### src/rtl/fifo_umbral.sv
// Synchronous FIFO with live almost-full/almost-empty thresholds and a sticky
// error flag that records any rejected write (full) or rejected read (empty).
module fifo_umbral #(
  parameter int MEM_SIZE  = 8,
  parameter int WORD_SIZE = 10,
  parameter int PTR       = 3
) (
  input  logic                 clk,
  input  logic                 reset,
  input  logic                 fifo_wr,
  input  logic                 fifo_rd,
  input  logic [WORD_SIZE-1:0] fifo_data_in,
  input  logic [PTR-1:0]       full_threshold,
  input  logic [PTR-1:0]       empty_threshold,
  output logic [WORD_SIZE-1:0] fifo_data_out,
  output logic                 fifo_full,
  output logic                 fifo_empty,
  output logic                 almost_full,
  output logic                 almost_empty,
  output logic                 error
);

  localparam logic [PTR:0] MEM_CNT = (PTR+1)'(MEM_SIZE);

  logic [WORD_SIZE-1:0] mem [MEM_SIZE];
  logic [PTR-1:0]       wr_ptr;
  logic [PTR-1:0]       rd_ptr;
  logic [PTR:0]         count;
  logic                 wr_ok;
  logic                 rd_ok;

  // A write into a full FIFO is only allowed when a read frees the slot on the same edge.
  assign rd_ok = fifo_rd && (count != '0);
  assign wr_ok = fifo_wr && ((count < MEM_CNT) || (fifo_rd && (count == MEM_CNT)));

  assign fifo_full    = (count == MEM_CNT);
  assign fifo_empty   = (count == '0);
  assign almost_full  = (count >= {1'b0, full_threshold}) && !fifo_full;
  assign almost_empty = (count <= {1'b0, empty_threshold}) && !fifo_empty;

  // Storage carries no reset so it can map onto block RAM.
  always_ff @(posedge clk) begin
    if (wr_ok) begin
      mem[wr_ptr] <= fifo_data_in;
    end
  end

  always_ff @(posedge clk or negedge reset) begin
    if (!reset) begin
      wr_ptr        <= '0;
      rd_ptr        <= '0;
      count         <= '0;
      fifo_data_out <= '0;
      error         <= 1'b0;
    end else begin
      if (wr_ok) begin
        wr_ptr <= wr_ptr + 1'b1;
      end
      if (rd_ok) begin
        fifo_data_out <= mem[rd_ptr];
        rd_ptr        <= rd_ptr + 1'b1;
      end
      if (wr_ok && !rd_ok) begin
        count <= count + 1'b1;
      end else if (rd_ok && !wr_ok) begin
        count <= count - 1'b1;
      end
      if ((fifo_wr && !wr_ok) || (fifo_rd && !rd_ok)) begin
        error <= 1'b1;
      end
    end
  end

endmodule

### config.mk
export PLATFORM = sky130hd
export DESIGN_NAME = fifo_umbral
export DESIGN_NICKNAME = d
export VERILOG_FILES = /design/src/rtl/fifo_umbral.sv
export SDC_FILE = /design/constraint.sdc
export NUM_CORES = 1
export LEC_CHECK = 0
export BUFFER_PORTS_ARGS = -buffer_cell sky130_fd_sc_hd__buf_4
export CELL_PAD_IN_SITES_DETAIL_PLACEMENT = 0
export CELL_PAD_IN_SITES_GLOBAL_PLACEMENT = 2
export CORE_ASPECT_RATIO = 1.2
export CORE_MARGIN = 2
export CORE_UTILIZATION = 43
export CTS_CLUSTER_SIZE = 20
export DETAILED_ROUTE_END_ITERATION = 16
export HOLD_SLACK_MARGIN = 0.06
export PLACE_DENSITY_LB_ADDON = 0.1
export SYNTH_ARGS = -nofsm -noshare
export SYNTH_HDL_FRONTEND = slang
export SYNTH_SLANG_ARGS = --single-unit
### constraint.sdc
create_clock -name clk -period 3.1 [get_ports clk]
set_input_delay 0.155 -clock clk [delete_from_list [all_inputs] [get_ports clk]]
set_output_delay 0.155 -clock clk [all_outputs]
set_load 0.05 [all_outputs]
; ---- Word level (Yosys, flattened, before mapping)
; Memories as Yosys holds them, arrays and structs flattened. A register that Yosys moved wholly into a read port is not among the register bits.
; Cells that the tools add are included.
[classes]
n_div = 0
n_bitwise = 0
n_shift = 0
eq_ne = 1
add_sub_neg = 4
mux = 4
order_cmp = 3
n_mul = 0
n_reduce_logical = 19
[ops]
columns = cell, n
row1 = $logic_and A1 B1 Y1, 9
row2 = $mux W4, 2
row3 = $add A3 B1 Y3 const B, 2
row4 = $logic_not A1 Y1, 5
row5 = $add A4 B1 Y4 const B, 1
row6 = $eq A4 B4 Y1 const B, 1
row7 = $ge A4 B3 Y1, 1
row8 = $le A4 B3 Y1, 1
row9 = $logic_not A4 Y1, 1
row10 = $lt A4 B4 Y1 const B, 1
row11 = $reduce_bool A4 Y1, 1
row12 = $sub A4 B1 Y4 const B, 1
row13 = $logic_or A1 B1 Y1, 2
row14 = $mux W1, 2
row15 = $reduce_bool A2 Y1, 1
[totals]
latchBits = 0
mem_count = 1
input_bits = 20
reg_bits = 11
mem_bits_ro = 0
wordCells = 36
output_inout_bits = 15
ramBits = 80
[mem_list]
columns = memory, words, width, read_ports, rd_clocked_by_memory_dff, wr, line_no
row1 = mem, 8, 10, 1, 1, 1, 25  ; logic [WORD_SIZE-1:0] mem [MEM_SIZE];

; ---- Longest topological paths before layout
[depth]
ltp_word = 8
mapped_depth = 11
ltp_nobuf = 11

; ---- Least setup slack after synthesis
; No wires, ideal clock.
[synth_path]
kind = register to register
start = reg count[0]
end = reg count[3]
setup_time_ps = 136
arrival_ps = 3839
path_slack_ps = -875
period_less_slack_ps = 3975
path_stages_with_launch = 10
required_ps = 2964
n_path_buf = 1
cell_sequence = dfrtp_1 nor4_1 nand2b_1 buf_2 ha_1 inv_1 ha_1 a21o_1 a2111oi_0 o31ai_1
[synth_between]
elab_chain_cells = 7
word_cells_on_any_way = 16
classes_between = add/sub (2) / order compare (1) / eq/ne (1) / mux (2) / reduce/logical (10)
[synth_lines]
columns = element, line_no
row1 = start: declaration, 28  ; logic [PTR:0] count;
row2 = start signal: assignment, 64  ; count <= count + 1'b1;
row3 = start signal: assignment, 66  ; count <= count - 1'b1;
row4 = "parallel branches: the longest is 7 deep, another holds $lt A4 B4 Y1", --
; Parallel ways; which one is timed is not known. The select of a mux whose other input is x is not followed.
; A chain may end at the register's enable or synchronous reset.

; ---- Worst setup path after layout
[layout_path]
start = reg count[0]
end = reg count[3]
[layout_between]
elab_chain_cells = 7
word_cells_on_any_way = 16
classes_between = add/sub (2) / order compare (1) / eq/ne (1) / mux (2) / reduce/logical (10)
[layout_lines]
columns = element, line_no
row1 = "parallel branches: the longest is 2 deep, another holds $lt A4 B4 Y1", --
row2 = $logic_or A1 B1 Y1 (*), 34  ; assign wr_ok = fifo_wr && ((count < MEM_CNT) || (fifo_rd && (count == MEM_CNT)));
row3 = $logic_and A1 B1 Y1 (*), 34
row4 = named net wr_ok, 29  ; logic wr_ok;
row5 = $logic_not A1 Y1, 65  ; end else if (rd_ok && !wr_ok) begin
row6 = $logic_and A1 B1 Y1, 65
row7 = $reduce_bool A2 Y1 (no source line), --
; Mark *: on every way through the listed nets, which the timed path passes. The select of a mux whose other input is x is not followed.

==> impl_metrics.csv <==
group,metric,value,unit
setup_path,timing.reg2reg.worst_path_depth,10,
sta,timing_max_transition_violations_final,0,
sta,min_period_over_period,86.0,%
detailed_routing,drc_errors,0,
synth,synth.ff_latch_count,101,
setup_path,critical_path.max_fanout,5,
die,design.die.area,10700,µm²
synth,synth_warnings,0,
place,hpwl,5340,µm
hold_path,timing.hold.worst.class,"input pin to flip-flop",
power,clock_power_share,20.5,%
setup_path,critical-path-max-stage-delay,0.55,ns
clock_tree,clockBufferDepth,2,
synth,synth.top_cells.by_area,"sky130_fd_sc_hd__edfxtp_1, sky130_fd_sc_hd__dfrtp_1, sky130_fd_sc_hd__mux2_2",
clock_tree,cts_resized,0,
power,ir_drop,0.000417,V
hold_path,hold_path_end,"error",
clock_tree,clk_transition_reported_paths,0.07,ns
clock_tree,tritoncts,"built",
setup_path,criticalPathCategory,"flip-flop to flip-flop",
synth,postSynth.asyncResetShare,20.8,%
power,netSwitchingPower,1.81,mW
global_route,grt_remaining_overflow,0,
sta,slew-limit-headroom,36.7,%
synth,synth.yosys.seq_area_share,68.6,%
sta,setup_tns,0,ns
power,report.power.total,4.88,mW
place,gpl.final_weighted_congestion,0.741,
synth,syn-num-nets,304,
die,core_region_area,9610,µm²
hold_path,hold-path-cell-count,3,
sta,clock_skew,0.00733,ns
power,swShare,37.1,%
clock_tree,cts_inserted_buffers,9,
sta,finalSetupViolations,0,
clock_tree,cts_max_level,3,
setup_path,reg2reg_to,"count[3]",
setup_path,critical_path.top_delay_family,"compound AO/OA/AOI/OAI gates",
power,share_comb_of_total_power,39.4,%
setup_path,crit_arrival,2.87,ns
clock_tree,postCtsSetupBuffers,0,
clock_tree,clock-root-buffer,"sky130_fd_sc_hd__clkbuf_16",
global_route,number_of_antenna_violations_at_the_first_check_in_global_routing,0,
power,static-leakage-power,1.95,nW
die,std_cell_rows,39,
run,max-cap-violations,0,
clock_tree,tritoncts_num_sinks,101,
setup_path,cp_cell_sequence,"or4b_4 > nand2_2 > nand2_4 > clkinv_4 > ha_1 > inv_1 > ha_1 > a21o_1 > a2111oi_0 > o31ai_1",
layout,postLayoutCoreUtil,53.1,%
detailed_routing,routed_via_density,5.18,
die,floorplan.die.height,113,µm
setup_path,path_common_cell,"sky130_fd_sc_hd__ha_1",
sta,final_hold_viol_count,0,
detailed_routing,ant_nets,0,
detailed_routing,drt-total-wl,8220,µm
sta,period_minus_slack,2.67,ns
synth,synth_common_cells,"sky130_fd_sc_hd__edfxtp_1, sky130_fd_sc_hd__mux2_2, sky130_fd_sc_hd__dfrtp_1, sky130_fd_sc_hd__mux2i_1, sky130_fd_sc_hd__nand2_1",
sta,grt_setup_unrepaired,"false",
power,seq_power_share,40.1,%
synth,synth_largest_type_area_fraction,56.3,%
synth,yosys.cell_types.count,40,
setup_path,critPathSlowestCell,"sky130_fd_sc_hd__or4b_4",
detailed_routing,routedWlPerCell,18.0,µm
die,floorplan.io_pins,35,
die,die-width,94.9,µm
synth,post-synth-top-area-cell,"sky130_fd_sc_hd__edfxtp_1",
layout,diodes,0,
power,internal-power,3.07,mW
setup_path,critPathCaptureType,"flip-flop",
global_route,first_global_vias,2486,
global_route,grt_start_max_net_pins,24,
setup_path,worst_r2r_startpoint,"count[0]",
layout,nFillCells,806,
detailed_routing,initialDrtViolationCount,109,
synth,synth_enable_flop_cells,80,
detailed_routing,vias,2374,
setup_path,setup.reg_to_reg.worst_slack,0.43,ns
layout,area_growth,19.7,%
synth,synthFlopType,"sky130_fd_sc_hd__edfxtp_1",
layout,fin_nets,362,
synth,mappedNetlistArea,4270,µm²
synth,syn-mean-instance-area,15.7,µm²
sta,tightestPinTransition,0.948,ns
synth,netlist_instances,272,
status,status,"complete, no violations",
setup_path,path_buf_inv,2,
global_route,grt_first_pass_wirelength,13100,µm
setup_path,worst-endpoint-required,3.31,ns
setup_path,setup.worst_path.start_class,"flip-flop",
die,floorplan.initialDensity,44.4,%
synth,yosys.cell_count.top_type,"sky130_fd_sc_hd__edfxtp_1",
place,io_buffers,34,
clock_tree,clk-insertion-delay-late,0.34,ns
detailed_routing,detail_route.first_pass.iterations,4,
global_route,globalRouteTotalUtil,16.9,%
sta,fmax,375,MHz
hold_path,hp-start,"fifo_wr",
power,powerDensity,955,nW/µm²
layout,drive_gt1_share,28.4,%
==> worst min-delay path: cells and delay by family <==
family | cells | cell delay (ns)
AO/OA/AOI/OAI | 1 | 0.09
AND/OR/NAND/NOR | 1 | 0.07
buffers and inverters | 1 | 0.10
==> final cells by class <==
cell class	instances	area, µm²	area share, %
inverter	11	46.3	0.906
tap	123	154	3.01
clock buffer	9	225	4.41
timing repair buffer	58	475	9.31
multi-input combinational	149	1240	24.2
clock inverter	7	40.0	0.784
sequential	101	2930	57.3
==> state kept, by name (all words and copies together) (netlist names) <==
| register | cells |
|---|---|
| mem | 80 |
| fifo_data_out | 10 |
| count | 4 |
| rd_ptr | 3 |
| wr_ptr | 3 |
| error | 1 |
==> metal layers <==
| layer | global-route usage, % | vias up | share of wire, % |
|---|---|---|---|
| met1 | 19.9 | 1161 | 43 |
| li1 | - | 1163 | - |
| met4 | 5.02 | 0 | 0.95 |
| met5 | 0 | - | 0 |
| met3 | 3.60 | 7 | 3.3 |
| met2 | 30.5 | 43 | 53 |
==> cells by family after synthesis <==
group                      Yosys count  share of synthesized area (%)
AOI/OAI and AO/OA                   42                           6.81
xor gates and xnor gates             6                           1.41
adders and majority gates           12                           3.70
buffers and inverters               22                           2.85
DFF                                101                           68.6
muxes                               44                           11.0
and+or+nand+nor                     45                           5.60
==> metrics by stage <==
step	cell area, µm²	cells	hold WS (ns)	setup WS (ns)
5_1_grt	5110	458	0.119	0.218
3_5_place_dp	4730	431	0.0620	0.421
3_3_place_gp	4730	431	0.0653	0.458
6_report	5110	458	0.108	0.434
2_1_floorplan	4280	272	-0.141	0.0628
4_1_cts	5110	458	0.109	0.400
==> power by group through the flow <==
stage                     registers, mW  clock network, mW  logic, mW
after floorplan                    2.14                  0       1.22
after global placement             1.98                  0       1.94
after detailed placement           1.99                  0       1.95
after CTS                          1.96               1.03       1.96
after global routing               2.00               1.09       2.10
final                              1.96               1.00       1.92
==> worst max path at each step <==
| stage | slack, ns | endpoint | startpoint | cells past startpoint |
|---|---|---|---|---|
| after detailed placement | 0.42 | count[3] | count[0] | 10 |
| after global placement | 0.46 | count[3] | count[0] | 10 |
| after global routing | 0.22 | count[3] | count[0] | 10 |
| final | 0.43 | count[3] | count[0] | 10 |
| after floorplan | 0.06 | count[3] | count[0] | 9 |
| after CTS | 0.40 | count[3] | count[0] | 10 |
==> cell usage in the layout (no fill, tap or decap), types with 10 or more instances in the layout <==
master                          instances
sky130_fd_sc_hd__edfxtp_1              80
sky130_fd_sc_hd__mux2_2                22
sky130_fd_sc_hd__dfrtp_1               20
sky130_fd_sc_hd__mux2i_1               21
sky130_fd_sc_hd__ha_1                  11
sky130_fd_sc_hd__o22ai_1               10
sky130_fd_sc_hd__dlygate4sd3_1         11
sky130_fd_sc_hd__inv_1                 10
sky130_fd_sc_hd__nand2_1               15
sky130_fd_sc_hd__buf_4                 46
sky130_fd_sc_hd__a221o_1               10
==> timing repair <==
item,CTS,global route
setup endpoints to repair,0,0
hold buffers,11,0
endpoints found under the hold margin,101,0
Note: power is estimated with default switching activity, not from simulation.
